===== config.mk =====
export PLATFORM = sky130hd
export DESIGN_NAME = bus_arbiter_flat
export DESIGN_NICKNAME = d
export VERILOG_FILES = /design/src/rtl/bus_arb_pkg.sv /design/src/rtl/bus_arbiter_if.sv /design/src/rtl/bus_arb_pick.sv /design/src/rtl/bus_arbiter.sv /design/src/flat_wrapper.sv
export SDC_FILE = /design/constraint.sdc
export NUM_CORES = 1
export LEC_CHECK = 0
export CAP_MARGIN = 20
export CORE_AREA = 2 2 120 122
export CTS_CLUSTER_DIAMETER = 40
export DETAILED_ROUTE_END_ITERATION = 8
export DIE_AREA = 0 0 122 124
export GPL_TIMING_DRIVEN = 1
export PLACE_DENSITY = 0.75
export SYNTH_ARGS = -nofsm -noshare
export SYNTH_HDL_FRONTEND = slang
export SYNTH_HIERARCHICAL = 1
export SYNTH_SLANG_ARGS = --single-unit

===== constraint.sdc =====
create_clock -name clk -period 2.04 [get_ports clk]
set_input_delay 0.204 -clock clk [delete_from_list [all_inputs] [get_ports clk]]
set_output_delay 0.204 -clock clk [all_outputs]
set_load 0.01 [all_outputs]

===== src/rtl/bus_arb_pkg.sv =====
// -----------------------------------------------------------------------------
// bus_arb_pkg
// Shared types and constants for the two-master data-bus arbiter.
//   arb_state_t       : arbiter ownership state (IDLE, OWN0, OWN1)
//   master_id_t       : identifies master 0 (CPU load/store) or master 1 (DMA)
//   DEFAULT_MAX_BURST : default burst bound while the other master waits
// -----------------------------------------------------------------------------
package bus_arb_pkg;

    typedef enum logic [1:0] {
        IDLE = 2'd0,
        OWN0 = 2'd1,
        OWN1 = 2'd2
    } arb_state_t;

    typedef logic master_id_t;

    localparam master_id_t MID_M0 = 1'b0;
    localparam master_id_t MID_M1 = 1'b1;

    localparam int DEFAULT_MAX_BURST = 4;

    // Ownership state that corresponds to a master id.
    function automatic arb_state_t own_state(input master_id_t mid);
        return (mid == MID_M1) ? OWN1 : OWN0;
    endfunction

endpackage


===== src/rtl/bus_arbiter_if.sv =====
// -----------------------------------------------------------------------------
// bus_arbiter_if
// Groups both master request ports and the bus-interface-unit side of the
// shared data bus.
//   m0_* / m1_* : req, addr, wdata, we (from masters); gnt, rdata, rvalid (to)
//   daddr, dwdata, dwe : driven towards the bus interface unit
//   drdata             : combinational read data from the bus interface unit
// Modports:
//   slave  : the arbiter's view (serves the masters, drives the bus)
//   master : the environment's view (masters plus bus interface unit)
// -----------------------------------------------------------------------------
interface bus_arbiter_if;

    logic        m0_req;
    logic [31:0] m0_addr;
    logic [31:0] m0_wdata;
    logic [3:0]  m0_we;
    logic        m0_gnt;
    logic [31:0] m0_rdata;
    logic        m0_rvalid;

    logic        m1_req;
    logic [31:0] m1_addr;
    logic [31:0] m1_wdata;
    logic [3:0]  m1_we;
    logic        m1_gnt;
    logic [31:0] m1_rdata;
    logic        m1_rvalid;

    logic [31:0] daddr;
    logic [31:0] dwdata;
    logic [3:0]  dwe;
    logic [31:0] drdata;

    modport slave (
        input  m0_req, m0_addr, m0_wdata, m0_we,
        input  m1_req, m1_addr, m1_wdata, m1_we,
        input  drdata,
        output m0_gnt, m0_rdata, m0_rvalid,
        output m1_gnt, m1_rdata, m1_rvalid,
        output daddr, dwdata, dwe
    );

    modport master (
        output m0_req, m0_addr, m0_wdata, m0_we,
        output m1_req, m1_addr, m1_wdata, m1_we,
        output drdata,
        input  m0_gnt, m0_rdata, m0_rvalid,
        input  m1_gnt, m1_rdata, m1_rvalid,
        input  daddr, dwdata, dwe
    );

endinterface


===== src/rtl/bus_arb_pick.sv =====
// -----------------------------------------------------------------------------
// bus_arb_pick
// Combinational next-owner selection for bus_arbiter.
//   state      : current ownership state
//   req        : request vector, bit 0 = master 0, bit 1 = master 1
//   last_owner : master most recently granted (round-robin tie-break)
//   at_limit   : owner's burst counter has reached MAX_BURST-1
//   next_state : ownership state for the next cycle
// Build option ARB_ROUND_ROBIN_EN:
//   defined     : IDLE ties go to the master that is not last_owner, and the
//                 burst bound applies to both masters.
//   not defined : fixed priority; master 0 wins ties, preempts master 1 after
//                 its current beat, and is never burst-limited.
// -----------------------------------------------------------------------------
module bus_arb_pick
    import bus_arb_pkg::*;
(
    input  arb_state_t state,
    input  logic [1:0] req,
    input  master_id_t last_owner,
    input  logic       at_limit,
    output arb_state_t next_state
);

    arb_state_t tie_winner;
    logic       yield0;   // OWN0 hands over while both request
    logic       yield1;   // OWN1 hands over while both request

`ifdef ARB_ROUND_ROBIN_EN
    assign tie_winner = own_state(~last_owner);
    assign yield0     = at_limit;
    assign yield1     = at_limit;
`else
    logic unused_pick_inputs;
    assign unused_pick_inputs = at_limit ^ last_owner;

    assign tie_winner = OWN0;
    assign yield0     = 1'b0;
    // Holding OWN1 with m1_req high means this cycle is a beat, so m0 takes
    // over on the closing edge of that beat.
    assign yield1     = 1'b1;
`endif

    // NOTE: every output of a combinational block gets a default before any
    // branch; a path that leaves it unassigned would infer a latch.
    always_comb begin
        next_state = state;
        case (state)
            IDLE: begin
                if (req == 2'b11)  next_state = tie_winner;
                else if (req[0])   next_state = OWN0;
                else if (req[1])   next_state = OWN1;
                else               next_state = IDLE;
            end
            OWN0: begin
                if (!req[0])                next_state = req[1] ? OWN1 : IDLE;
                else if (req[1] && yield0)  next_state = OWN1;
            end
            OWN1: begin
                if (!req[1])                next_state = req[0] ? OWN0 : IDLE;
                else if (req[0] && yield1)  next_state = OWN0;
            end
            default: next_state = IDLE;
        endcase
    end

endmodule


===== src/rtl/bus_arbiter.sv =====
// -----------------------------------------------------------------------------
// bus_arbiter
// Shares the single CPU-side data bus between the CPU load/store port
// (master 0) and the pattern-matching DMA engine (master 1). One owner at a
// time, registered grant, bounded bursts, registered read-data return.
// Parameters:
//   MAX_BURST : beats granted back-to-back to one master while the other
//               requests (1..15)
// Ports:
//   clk   : system clock, all state on the rising edge
//   reset : asynchronous, active-low reset
//   bus   : bus_arbiter_if.slave (both masters plus bus interface unit)
// Build option ARB_ROUND_ROBIN_EN selects round-robin arbitration (see
// bus_arb_pick); the default build is fixed priority to master 0.
// -----------------------------------------------------------------------------
module bus_arbiter
    import bus_arb_pkg::*;
#(
    parameter int MAX_BURST = DEFAULT_MAX_BURST
)
(
    input  logic         clk,
    input  logic         reset,
    bus_arbiter_if.slave bus
);

    localparam logic [3:0] BURST_LAST = 4'(MAX_BURST - 1);

    arb_state_t  state;
    arb_state_t  next_state;
    logic [3:0]  burst_cnt;
    master_id_t  last_owner;
    logic [31:0] m0_rdata_q;
    logic [31:0] m1_rdata_q;
    logic        m0_rvalid_q;
    logic        m1_rvalid_q;

    logic beat0;
    logic beat1;
    logic owner_change;
    logic at_limit;

    assign beat0        = bus.m0_req && (state == OWN0);
    assign beat1        = bus.m1_req && (state == OWN1);
    assign owner_change = (next_state != state);
    assign at_limit     = (burst_cnt == BURST_LAST);

    bus_arb_pick u_pick (
        .state      (state),
        .req        ({bus.m1_req, bus.m0_req}),
        .last_owner (last_owner),
        .at_limit   (at_limit),
        .next_state (next_state)
    );

    // NOTE: sequential state uses non-blocking assignments so every register
    // samples pre-edge values, independent of statement order.
    always_ff @(posedge clk or negedge reset) begin
        if (!reset) begin
            state <= IDLE;
        end else begin
            state <= next_state;
        end
    end

    // Counts the owner's beats; any change of state (including dropping to
    // IDLE) starts the count over for whoever owns the bus next.
    always_ff @(posedge clk or negedge reset) begin
        if (!reset) begin
            burst_cnt  <= 4'd0;
            last_owner <= MID_M1;
        end else begin
            if (owner_change)             burst_cnt <= 4'd0;
            else if (beat0 || beat1)      burst_cnt <= burst_cnt + 4'd1;

            if (owner_change && next_state == OWN0) last_owner <= MID_M0;
            if (owner_change && next_state == OWN1) last_owner <= MID_M1;
        end
    end

    // NOTE: the read-data holding registers are plain flops, not a memory,
    // so they are reset to give masters a defined value before the first read.
    // A reset during a read beat clears rvalid, abandoning that beat.
    always_ff @(posedge clk or negedge reset) begin
        if (!reset) begin
            m0_rdata_q  <= 32'd0;
            m1_rdata_q  <= 32'd0;
            m0_rvalid_q <= 1'b0;
            m1_rvalid_q <= 1'b0;
        end else begin
            m0_rvalid_q <= beat0 && (bus.m0_we == 4'd0);
            m1_rvalid_q <= beat1 && (bus.m1_we == 4'd0);
            if (beat0 && (bus.m0_we == 4'd0)) m0_rdata_q <= bus.drdata;
            if (beat1 && (bus.m1_we == 4'd0)) m1_rdata_q <= bus.drdata;
        end
    end

    // Bus mux: the owner's request gates dwe so the req-drop cycle, which
    // still shows gnt, never writes.
    always_comb begin
        bus.daddr  = 32'd0;
        bus.dwdata = 32'd0;
        bus.dwe    = 4'd0;
        case (state)
            OWN0: begin
                bus.daddr  = bus.m0_addr;
                bus.dwdata = bus.m0_wdata;
                bus.dwe    = bus.m0_we & {4{bus.m0_req}};
            end
            OWN1: begin
                bus.daddr  = bus.m1_addr;
                bus.dwdata = bus.m1_wdata;
                bus.dwe    = bus.m1_we & {4{bus.m1_req}};
            end
            default: ;
        endcase
    end

    assign bus.m0_gnt    = (state == OWN0);
    assign bus.m1_gnt    = (state == OWN1);
    assign bus.m0_rdata  = m0_rdata_q;
    assign bus.m1_rdata  = m1_rdata_q;
    assign bus.m0_rvalid = m0_rvalid_q;
    assign bus.m1_rvalid = m1_rvalid_q;

endmodule


===== src/flat_wrapper.sv =====
// flat-port wrapper written by rule: the top's interface ports become plain ports
module bus_arbiter_flat import bus_arb_pkg::*;
#(
    parameter int MAX_BURST = DEFAULT_MAX_BURST
)
  (clk, reset, bus_m0_req, bus_m0_addr, bus_m0_wdata, bus_m0_we, bus_m1_req, bus_m1_addr, bus_m1_wdata, bus_m1_we, bus_drdata, bus_m0_gnt, bus_m0_rdata, bus_m0_rvalid, bus_m1_gnt, bus_m1_rdata, bus_m1_rvalid, bus_daddr, bus_dwdata, bus_dwe);
  bus_arbiter_if bus_i ();
  input  logic clk;
  input  logic reset;
  input wire logic [$bits(bus_i.m0_req)-1:0] bus_m0_req;
  input wire logic [$bits(bus_i.m0_addr)-1:0] bus_m0_addr;
  input wire logic [$bits(bus_i.m0_wdata)-1:0] bus_m0_wdata;
  input wire logic [$bits(bus_i.m0_we)-1:0] bus_m0_we;
  input wire logic [$bits(bus_i.m1_req)-1:0] bus_m1_req;
  input wire logic [$bits(bus_i.m1_addr)-1:0] bus_m1_addr;
  input wire logic [$bits(bus_i.m1_wdata)-1:0] bus_m1_wdata;
  input wire logic [$bits(bus_i.m1_we)-1:0] bus_m1_we;
  input wire logic [$bits(bus_i.drdata)-1:0] bus_drdata;
  output wire logic [$bits(bus_i.m0_gnt)-1:0] bus_m0_gnt;
  output wire logic [$bits(bus_i.m0_rdata)-1:0] bus_m0_rdata;
  output wire logic [$bits(bus_i.m0_rvalid)-1:0] bus_m0_rvalid;
  output wire logic [$bits(bus_i.m1_gnt)-1:0] bus_m1_gnt;
  output wire logic [$bits(bus_i.m1_rdata)-1:0] bus_m1_rdata;
  output wire logic [$bits(bus_i.m1_rvalid)-1:0] bus_m1_rvalid;
  output wire logic [$bits(bus_i.daddr)-1:0] bus_daddr;
  output wire logic [$bits(bus_i.dwdata)-1:0] bus_dwdata;
  output wire logic [$bits(bus_i.dwe)-1:0] bus_dwe;
  assign bus_i.m0_req = bus_m0_req;
  assign bus_i.m0_addr = bus_m0_addr;
  assign bus_i.m0_wdata = bus_m0_wdata;
  assign bus_i.m0_we = bus_m0_we;
  assign bus_i.m1_req = bus_m1_req;
  assign bus_i.m1_addr = bus_m1_addr;
  assign bus_i.m1_wdata = bus_m1_wdata;
  assign bus_i.m1_we = bus_m1_we;
  assign bus_i.drdata = bus_drdata;
  assign bus_m0_gnt = bus_i.m0_gnt;
  assign bus_m0_rdata = bus_i.m0_rdata;
  assign bus_m0_rvalid = bus_i.m0_rvalid;
  assign bus_m1_gnt = bus_i.m1_gnt;
  assign bus_m1_rdata = bus_i.m1_rdata;
  assign bus_m1_rvalid = bus_i.m1_rvalid;
  assign bus_daddr = bus_i.daddr;
  assign bus_dwdata = bus_i.dwdata;
  assign bus_dwe = bus_i.dwe;
  bus_arbiter #(.MAX_BURST(MAX_BURST)) u_core (.clk(clk), .reset(reset), .bus(bus_i));
endmodule

### Word level (Yosys, flattened, before mapping)

Cells that the tools add are included.
Widths: inputs -> output; s select.

| storage, ports and cells | value |
|---|---|
| bits of input ports | 172 |
| word-level logic and storage cells | 31 |
| register bits after elaboration | 68 |

| operators by class | value |
|---|---|
| bitwise logic cells | 2 |
| reductions and logical operators | 8 |
| eq/ne operators | 5 |
| mux-type cells | 11 |

Operators with widths:

| kind | number |
|---|---|
| $pmux 32 s2 | 2 |
| $mux 2 | 6 |
| $and 4x4->4 | 2 |
| $logic_not 4->1 | 2 |
| $pmux 4 s2 | 1 |
| $pmux 2 s3 | 1 |
| $eq 2x2->1 const B | 2 |
| $logic_and 1x1->1 | 4 |
| $ne 3x3->1 const B | 1 |
| $eq 2x1->1 const B | 1 |
| $logic_not 2->1 | 1 |
| $ne 2x2->1 const B | 1 |
| $reduce_and 2->1 | 1 |
| $mux 1 | 1 |

### Longest topological paths before layout

Gate-level depths: netlist of run 1.

| depth | value |
|---|---|
| depth in word-level cells | 4 |
| gate-level depth with buffers | 7 |
| gate-level depth less buffers | 5 |

### Modules after synthesis

The synthesis of run 1 kept the hierarchy.

Modules (own cells, without submodules):

| module | cells an instance | times used | area each (µm²) |
|---|---|---|---|
| bus_arbiter | 338 | 1 | 3836.2 |
| bus_arb_pick | 3 | 1 | 23.8 |

### Worst setup path before layout of run 1

OpenSTA, ideal clock, no wires.

| timing | value |
|---|---|
| path kind | register to output |
| start | register u_core.state[0] |
| end | output bus_daddr[0] |
| arrival time | 1.633 ns |
| path slack | 0.203 ns |
| required time | 1.836 ns |
| stages on the path, launching flop included | 7 |
| path through | dfrtp_1 > inv_1 > ha_1 > clkbuf_1 > clkbuf_1 > buf_1 > nor2_1 |

| between the ends | value |
|---|---|
| cells in the longest elaborated chain, start to end | 2 |

RTL lines:

| element | RTL line | RTL |
|---|---|---|
| from (decl) | bus_arbiter.sv:29 | `arb_state_t state;` |
| from (signal assigned) | bus_arbiter.sv:62 | `state <= next_state;` |
| $eq 2x2->1 or $eq 2x1->1 (tied branches) | bus_arbiter.sv:104 | `case (state)` |
| $pmux 32 s2 (*) | bus_arbiter.sv:104 |  |
| to (decl) | flat_wrapper.sv:25 | `output wire logic [$bits(bus_i.daddr)-1:0] bus_daddr;` |

Every way passes the cells marked *; elsewhere a longest branch is shown, timed or not.

### Final worst setup path of run 1

| timing | value |
|---|---|
| start | register u_core.state[0] |
| end | output bus_daddr[19] |

Same word-level chain as after synthesis.

==> summary.txt, run 1 <==
Status
  – Outcome: finished, violations left
  – Failing checks: setup timing

Routing
  – DR DRC count: 0
  – Via density: 4.732
  – DR WL/cell: 20.34 um
  – Via count: 3833
  – Drt first pass iters: 5
  – Initial DRC Count: approximately 240
  – Post-route ant nets: 0
  – Total Wirelength: about 16000 um

Hold path
  – Worst Hold Class: input pin to asynchronous set/reset pin

Placed design
  – Buffers on Ports: between 300 and 400
  – Hpwl dp: 12970 um
  – Placer Congestion: between 0.8 and 0.9
  – Placed Area: just under 0.007 sq mm
  – Cells after DPL: 784

Timing
  – Fin crit share: 1.002
  – Setup violators final: 1
  – Slew HR: 0.6336
  – Fmax: 0.4892 GHz
  – Slew Limit Fails: 0
  – RSZ-0062 raised after global routing: true
  – Fin worst setup slack: -4.219 ps
  – Fin Clk Skew: 7.717 ps
  – Min cycle time layout: 2044 ps
  – Hold slack final: 436.1 ps
  – Worst slew pin tran: 549.5 ps
  – Final Hold Violating Endpoints: 0

Critical path
  – Critical path type: register to primary output
  – Max incr delay on CP: 390 ps
  – Reg-to-reg slack, setup: about 150 ps
  – CP max FO: 18
  – RR Endpoint: u_core/bus.m0_rdata[0]
  – WP data required: 1840 ps
  – Crit-path cells: buf_4, ha_4, bufbuf_16, a22oi_2, nor2_1, dlygate4sd2_1
  – Worst Setup End Kind: primary output
  – Worst Setup Start Kind: register
  – CP arrival: 1840 ps
  – Worst R2R Start: u_core/state[0]
  – Slowest cell on the critical path: dfrtp_1
  – R2R cell count: 6

Clocking
  – Clk sinks: 68
  – TritonCTS clock tree: done
  – Num CTS Buffers: 9
  – # H-tree levels: 3
  – Clk Latency, worst-skew pair: 330 ps
  – CTS Buffer Depth: 2
  – Clk root buf: clkbuf_16
  – Clock transition at path regs: 60 ps

Synthesis
  – Syn Area/Cell: 11.48 sq um
  – Mapped Area: ~0.0036 sq mm
  – Synth warn: 6
  – Syn_nets: 489
  – Post-synthesis cell count: 313

GRT
  – Largest net degree at the start of global routing: 47
  – First-pass GRT wire length: around 24000 um
  – Initial antenna violation count: 9
  – GRT Total Usage: 0.2121
  – Grt total ovfl: 0
  – Vias in the first global route: 4000

Final layout
  – Final core occ: 0.5362
  – Share of layout cells above drive strength 1: 0.2404
  – Final net count: 795
  – Design area: around 0.0074 sq mm
  – Final instance count without filler cells: 810
  – Synthesis-to-finish area growth: 104.7%
  – Fill count: 1228

Die
  – Initial Util: 0.2619
  – Io pins: 308
  – Overall die area: 0.01513 sq mm
  – Die Span Y: 124 um
  – Rows: 43
  – CORE AREA: 0.01372 sq mm
  – Die width: 122 um

Flow run
  – Maxcap violations: 0

Power and ir drop
  – Peak VDD IR: 0.2953 mV
  – Power per cell area: 623.1 mW/mm^2
  – Leakage power: 3.333 nW
-- placed cells by master (no fill, tap or decap), types with 2 or more instances in the layout --
master / n
clkbuf_2: 6
clkbuf_16: 9
buf_2: 5
dlygate4sd2_1: 35
mux2_2: 35
nor4_2: 2
mux2_4: 29
buf_12: 10
buf_4: 4
clkdlybuf4s15_2: 19
diode_2: 6
clkdlybuf4s50_1: 238
clkinv_2: 3
inv_1: 3
ha_4: 3
dfrtp_1: 67
a22oi_2: 10
a32oi_1: 4
bufbuf_16: 2
clkinv_4: 2
clkdlybuf4s15_1: 4
inv_2: 2
a22oi_1: 54
nor2_1: 67
-- worst max-delay path, delay by kind of cell (launching register included) --
| family | cells | cell delay [ps] |
|---|---|---|
| buf+inv | 3 | 730 |
| flops | 1 | 390 |
| fa+ha+maj | 1 | 190 |
| compound gates | 1 | 140 |
| simple gates | 1 | 50 |
-- area by class of cell --
cell class,count,area [sq um],area share
Timing Repair Buffer,324,3303,0.4491
Tap cell,180,225.2,0.03062
Inverter,5,18.77,0.002551
Multi-Input combinational cell,211,1812,0.2463
Clock inverter,6,40.04,0.005443
Clock buffer,10,239.0,0.03249
Antenna cell,6,15.01,0.002041
Sequential cell,68,1703,0.2315
-- state kept, by name (all words and copies together) (netlist names) --
name,cells
u_core/bus.m0_rdata,32
u_core/bus.m1_rdata,32
u_core/state,2
u_core/bus.m0_rvalid,1
u_core/bus.m1_rvalid,1
-- report_power, final --
group	switching [W]	leakage [nW]	internal, W	total (W)
registers	0.0000989	0.906	0.00152	0.00162
logic	0.000570	2.29	0.000983	0.00155
clock network	0.000563	0.138	0.000852	0.00141
-- how the worst max path moves through the flow --
stage | startpoint | slack (ps) | endpoint | depth (start not counted)
finish | u_core/state[0] | -4 | bus_daddr[19] | 6
global route | u_core/state[0] | -110 | bus_dwdata[1] | 6
CTS | u_core/state[0] | -30 | bus_daddr[19] | 6
floorplan | u_core/state[0] | 260 | bus_daddr[0] | 6
detailed placement | bus_m1_req | -10 | bus_dwe[0] | 5
global placement | bus_m1_req | 5 | bus_dwe[0] | 5
-- per-layer routing --
| metal | track usage | share of wire | up-vias |
|---|---|---|---|
| met5 | 0 | 0.0019 | - |
| met4 | 0.05316 | 0.013 | 6 |
| met3 | 0.1108 | 0.12 | 23 |
| met2 | 0.3642 | 0.49 | 217 |
| met1 | 0.2315 | 0.38 | 1831 |
| li1 | - | - | 1756 |
-- per-stage QoR --
| step | worst slack (ps) | TNS (ps) | power, W |
|---|---|---|---|
| global route | -109.6 | -1483 | 0.004810 |
| detailed placement | -13.54 | -13.54 | 0.003185 |
| floorplan | 261.8 | 0 | 0.002146 |
| global placement | 4.858 | 0 | 0.003150 |
| finish | -4.219 | -4.219 | 0.004583 |
| CTS | -31.25 | -76.00 | 0.004625 |
-- repair_timing --
item | in CTS | in global routing
buffers inserted | 0 | 1
hold buffers | 1 | 0
pin swaps | 0 | 1
gates cloned | 2 | 0
gates resized for setup | 136 | 17
endpoints found under the setup margin | 68 | 41
hold endpoints to repair | 22 | 0
(Power assumes the default switching activity.)
==> inputs of run 2 (changes only) <==
Settings changed: ABC_CLOCK_PERIOD_IN_PS set to 2040, SLEW_MARGIN set to 25.
==> results of run 2 <==
No change in the layout: final DEF, timing and power equal those of run 1.
==> inputs of run 3 (changes only) <==
Settings changed: ABC_CLOCK_PERIOD_IN_PS 2040 to 2280.
Clock period 2.04 ns to 2.28 ns, I/O delays scaled along.
==> summary.txt, run 3 (synthesis results as in run 1) <==
Power and ir drop
  – Sw Share: 0.2533 (-0.01544)
  – Reg power frac: 0.337 (-0.016)
  – Clock share of power: 0.339 (+0.030)
  – Int Pwr: 0.003195 W (-4.7%)
  – Leakage power: 4.143 nW (+24%)
  – Logic pwr share: 0.324 (-0.015)
  – Total Power: 0.004280 W (-6.6%)
  – Peak VDD IR: 0.3022 mV (+2.3%)
  – NetSw: 0.001084 W (-12%)
  – Power per cell area: 571.0 mW/mm^2 (-8.4%)

GRT
  – Initial antenna violation count: 8 (-1)
  – Grt total ovfl: 0 (unchanged)
  – Largest net degree at the start of global routing: 45 (-4.3%)
  – First-pass GRT wire length: 23900 um (+0.40%)
  – GRT Total Usage: 0.2151 (+0.003013)
  – Vias in the first global route: 3872 (-3.2%)

Critical path
  – Critical path type: register to primary output
  – RR Endpoint: u_core/bus.m1_rdata[29]
  – Reg-to-reg slack, setup: 300 ps (+150 ps)
  – Worst Setup End Kind: primary output
  – Worst R2R Start: u_core/state[1]
  – CP top delay family: buffers and inverters
  – WP buf/inv: 3 (unchanged)
  – R2R cell count: 6 (unchanged)
  – CP arrival: 1900 ps (+60 ps)
  – WP data required: 2050 ps (+210 ps)
  – Max incr delay on CP: 400 ps (about the same)
  – Slowest cell on the critical path: dfrtp_1
  – Worst Setup Start Kind: register
  – Crit-path cells: buf_4, ha_4, bufbuf_16, a22oi_1, nor2_1, dlygate4sd2_1
  – CP max FO: 21 (+3)

Timing
  – Fin crit share: 0.9329
  – Slew HR: 0.5845 (-0.04917)
  – Slew Limit Fails: 0 (unchanged)
  – Fin Clk Skew: 7.942 ps (+0.2246 ps)
  – Min cycle time layout: roughly 2100 ps
  – Setup violators final: 0 (-1)
  – Worst slew pin tran: 623.3 ps (+73.76 ps)
  – Hold slack final: 482.6 ps (+46.47 ps)
  – RSZ-0062 raised after global routing: false
  – Final Hold Violating Endpoints: 0 (unchanged)
  – Fmax: about 0.47 GHz

Routing
  – Via count: 3840 (+0.18%)
  – Post-route ant nets: 0 (unchanged)
  – Via density: 4.747 (+0.31%)
  – Total Wirelength: 16960 um (+3.0%)
  – DR WL/cell: 20.97 um (+3.1%)
  – Drt first pass iters: 5 (unchanged)
  – Initial DRC Count: 159 (-35%)
  – DR DRC count: 0 (unchanged)

Die
  – Overall die area: 0.01513 sq mm (unchanged)
  – Initial Util: 0.2619 (unchanged)
  – Rows: 43 (unchanged)
  – CORE AREA: 0.01372 sq mm (unchanged)
  – Die Span Y: 124 um (unchanged)
  – Die width: 122 um (unchanged)
  – Io pins: 308 (unchanged)

Final layout
  – Synthesis-to-finish area growth: 108.6%
  – Final core occ: 0.5463 (+0.01012)
  – Multi-input gate area: 0.001757 sq mm (-3.0%)
  – Final instance count without filler cells: 809 (-0.12%)
  – Share of layout cells above drive strength 1: 0.1699 (-0.07051)
  – Final net count: 795 (unchanged)
  – Design area: 0.007495 sq mm (+1.9%)
  – Reg area: 0.001703 sq mm (unchanged)
  – Most frequent cells in the layout: 238 x clkdlybuf4s50_1, 68 x nor2_1, 67 x dfrtp_1
  – Commonest non-fill, non-tap cell in the layout: clkdlybuf4s50_1
  – Fill count: 1154 (-6.0%)

Clocking
  – Clock transition at path regs: 60 ps (about the same)
  – Clk sinks: 68 (unchanged)
  – CTS Buffer Depth: 2 (unchanged)
  – # H-tree levels: 3 (unchanged)
  – TritonCTS clock tree: done
  – Num CTS Buffers: 9 (unchanged)
  – Clk Latency, worst-skew pair: 330 ps (about the same)
  – Clk root buf: clkbuf_16

Placed design
  – Hpwl dp: 12930 um (-0.27%)
  – Cells after DPL: 780 (-0.51%)
  – Placed Area: 0.006882 sq mm (-1.2%)
  – Buffers on Ports: 307 (unchanged)
  – Placer Congestion: 0.8486 (-3.2%)

Status
  – Outcome: complete, no violations

Flow run
  – Maxcap violations: 0 (unchanged)

Hold path
  – Worst Hold Class: input pin to asynchronous set/reset pin
## run 3: cell count changes in the layout (fill, tap and decap cells not counted), moves of 6 or more
| cell | change |
|---|---|
| a22oi_2 | -10 |
| dlygate4sd2_1 | -23 |
| clkbuf_2 | -6 |
| dlymetal6s2s_1 | +56 |
| clkdlybuf4s15_2 | -19 |
| a22oi_1 | +10 |
## run 3: what timing repair did
item | CTS | global route
setup endpoints to repair | 67 | 56
gates resized for setup | 17 | 61
hold endpoints to repair | 24 | 0
setup buffers | 2 | 2
pin swaps | 0 | 1
hold buffers | 1 | 0
cloned | 2 | 1
## run 3: power groups by stage
| stage | sequential, W | combinational, W | clock [W] |
|---|---|---|---|
| 5_1_grt | 0.00146 | 0.00148 | 0.00156 |
| 6_report | 0.00144 | 0.00139 | 0.00145 |
| 3_5_place_dp | 0.00146 | 0.00136 | 0 |
| 2_1_floorplan | 0.00152 | 0.000398 | 0 |
| 3_3_place_gp | 0.00145 | 0.00135 | 0 |
| 4_1_cts | 0.00144 | 0.00140 | 0.00149 |
## run 3: how the worst max path moves through the flow
stage,from,end,slack (ps),depth (start not counted)
floorplan,u_core/state[0],bus_daddr[0],480,6
global placement,bus_m1_req,bus_dwe[0],220,5
detailed placement,u_core/state[0],bus_daddr[30],200,6
CTS,u_core/state[0],bus_dwdata[4],-70,6
global route,u_core/state[0],bus_dwdata[30],50,6
finish,u_core/state[0],bus_dwdata[30],150,6
## run 3: area by class of cell
class | count | area share
antenna | 5 | 0.001669
multi-input combinational | 211 | 0.2344
timing repair buffer | 324 | 0.4628
clock inverter | 4 | 0.009850
inverter | 5 | 0.002504
sequential | 68 | 0.2272
clock buffer | 12 | 0.03155
tap | 180 | 0.03005
## run 3: routing by layer
layer  up-vias  share of wire  track usage  wire, um
met5         -         0.0019            0        33
met4         6          0.016      0.07328       276
met3        25           0.12      0.09432      1968
met2       223           0.48       0.3558      8131
met1      1835           0.39       0.2494      6553
li1       1751              -            -         -
## run 3: stage by stage
| stage | setup WS (ps) | setup TNS, ps |
|---|---|---|
| after floorplan | 477.8 | 0 |
| after global placement | 223.9 | 0 |
| after detailed placement | 200.3 | 0 |
| after CTS | -71.05 | -1860 |
| after global routing | 51.56 | 0 |
| final | 153.1 | 0 |
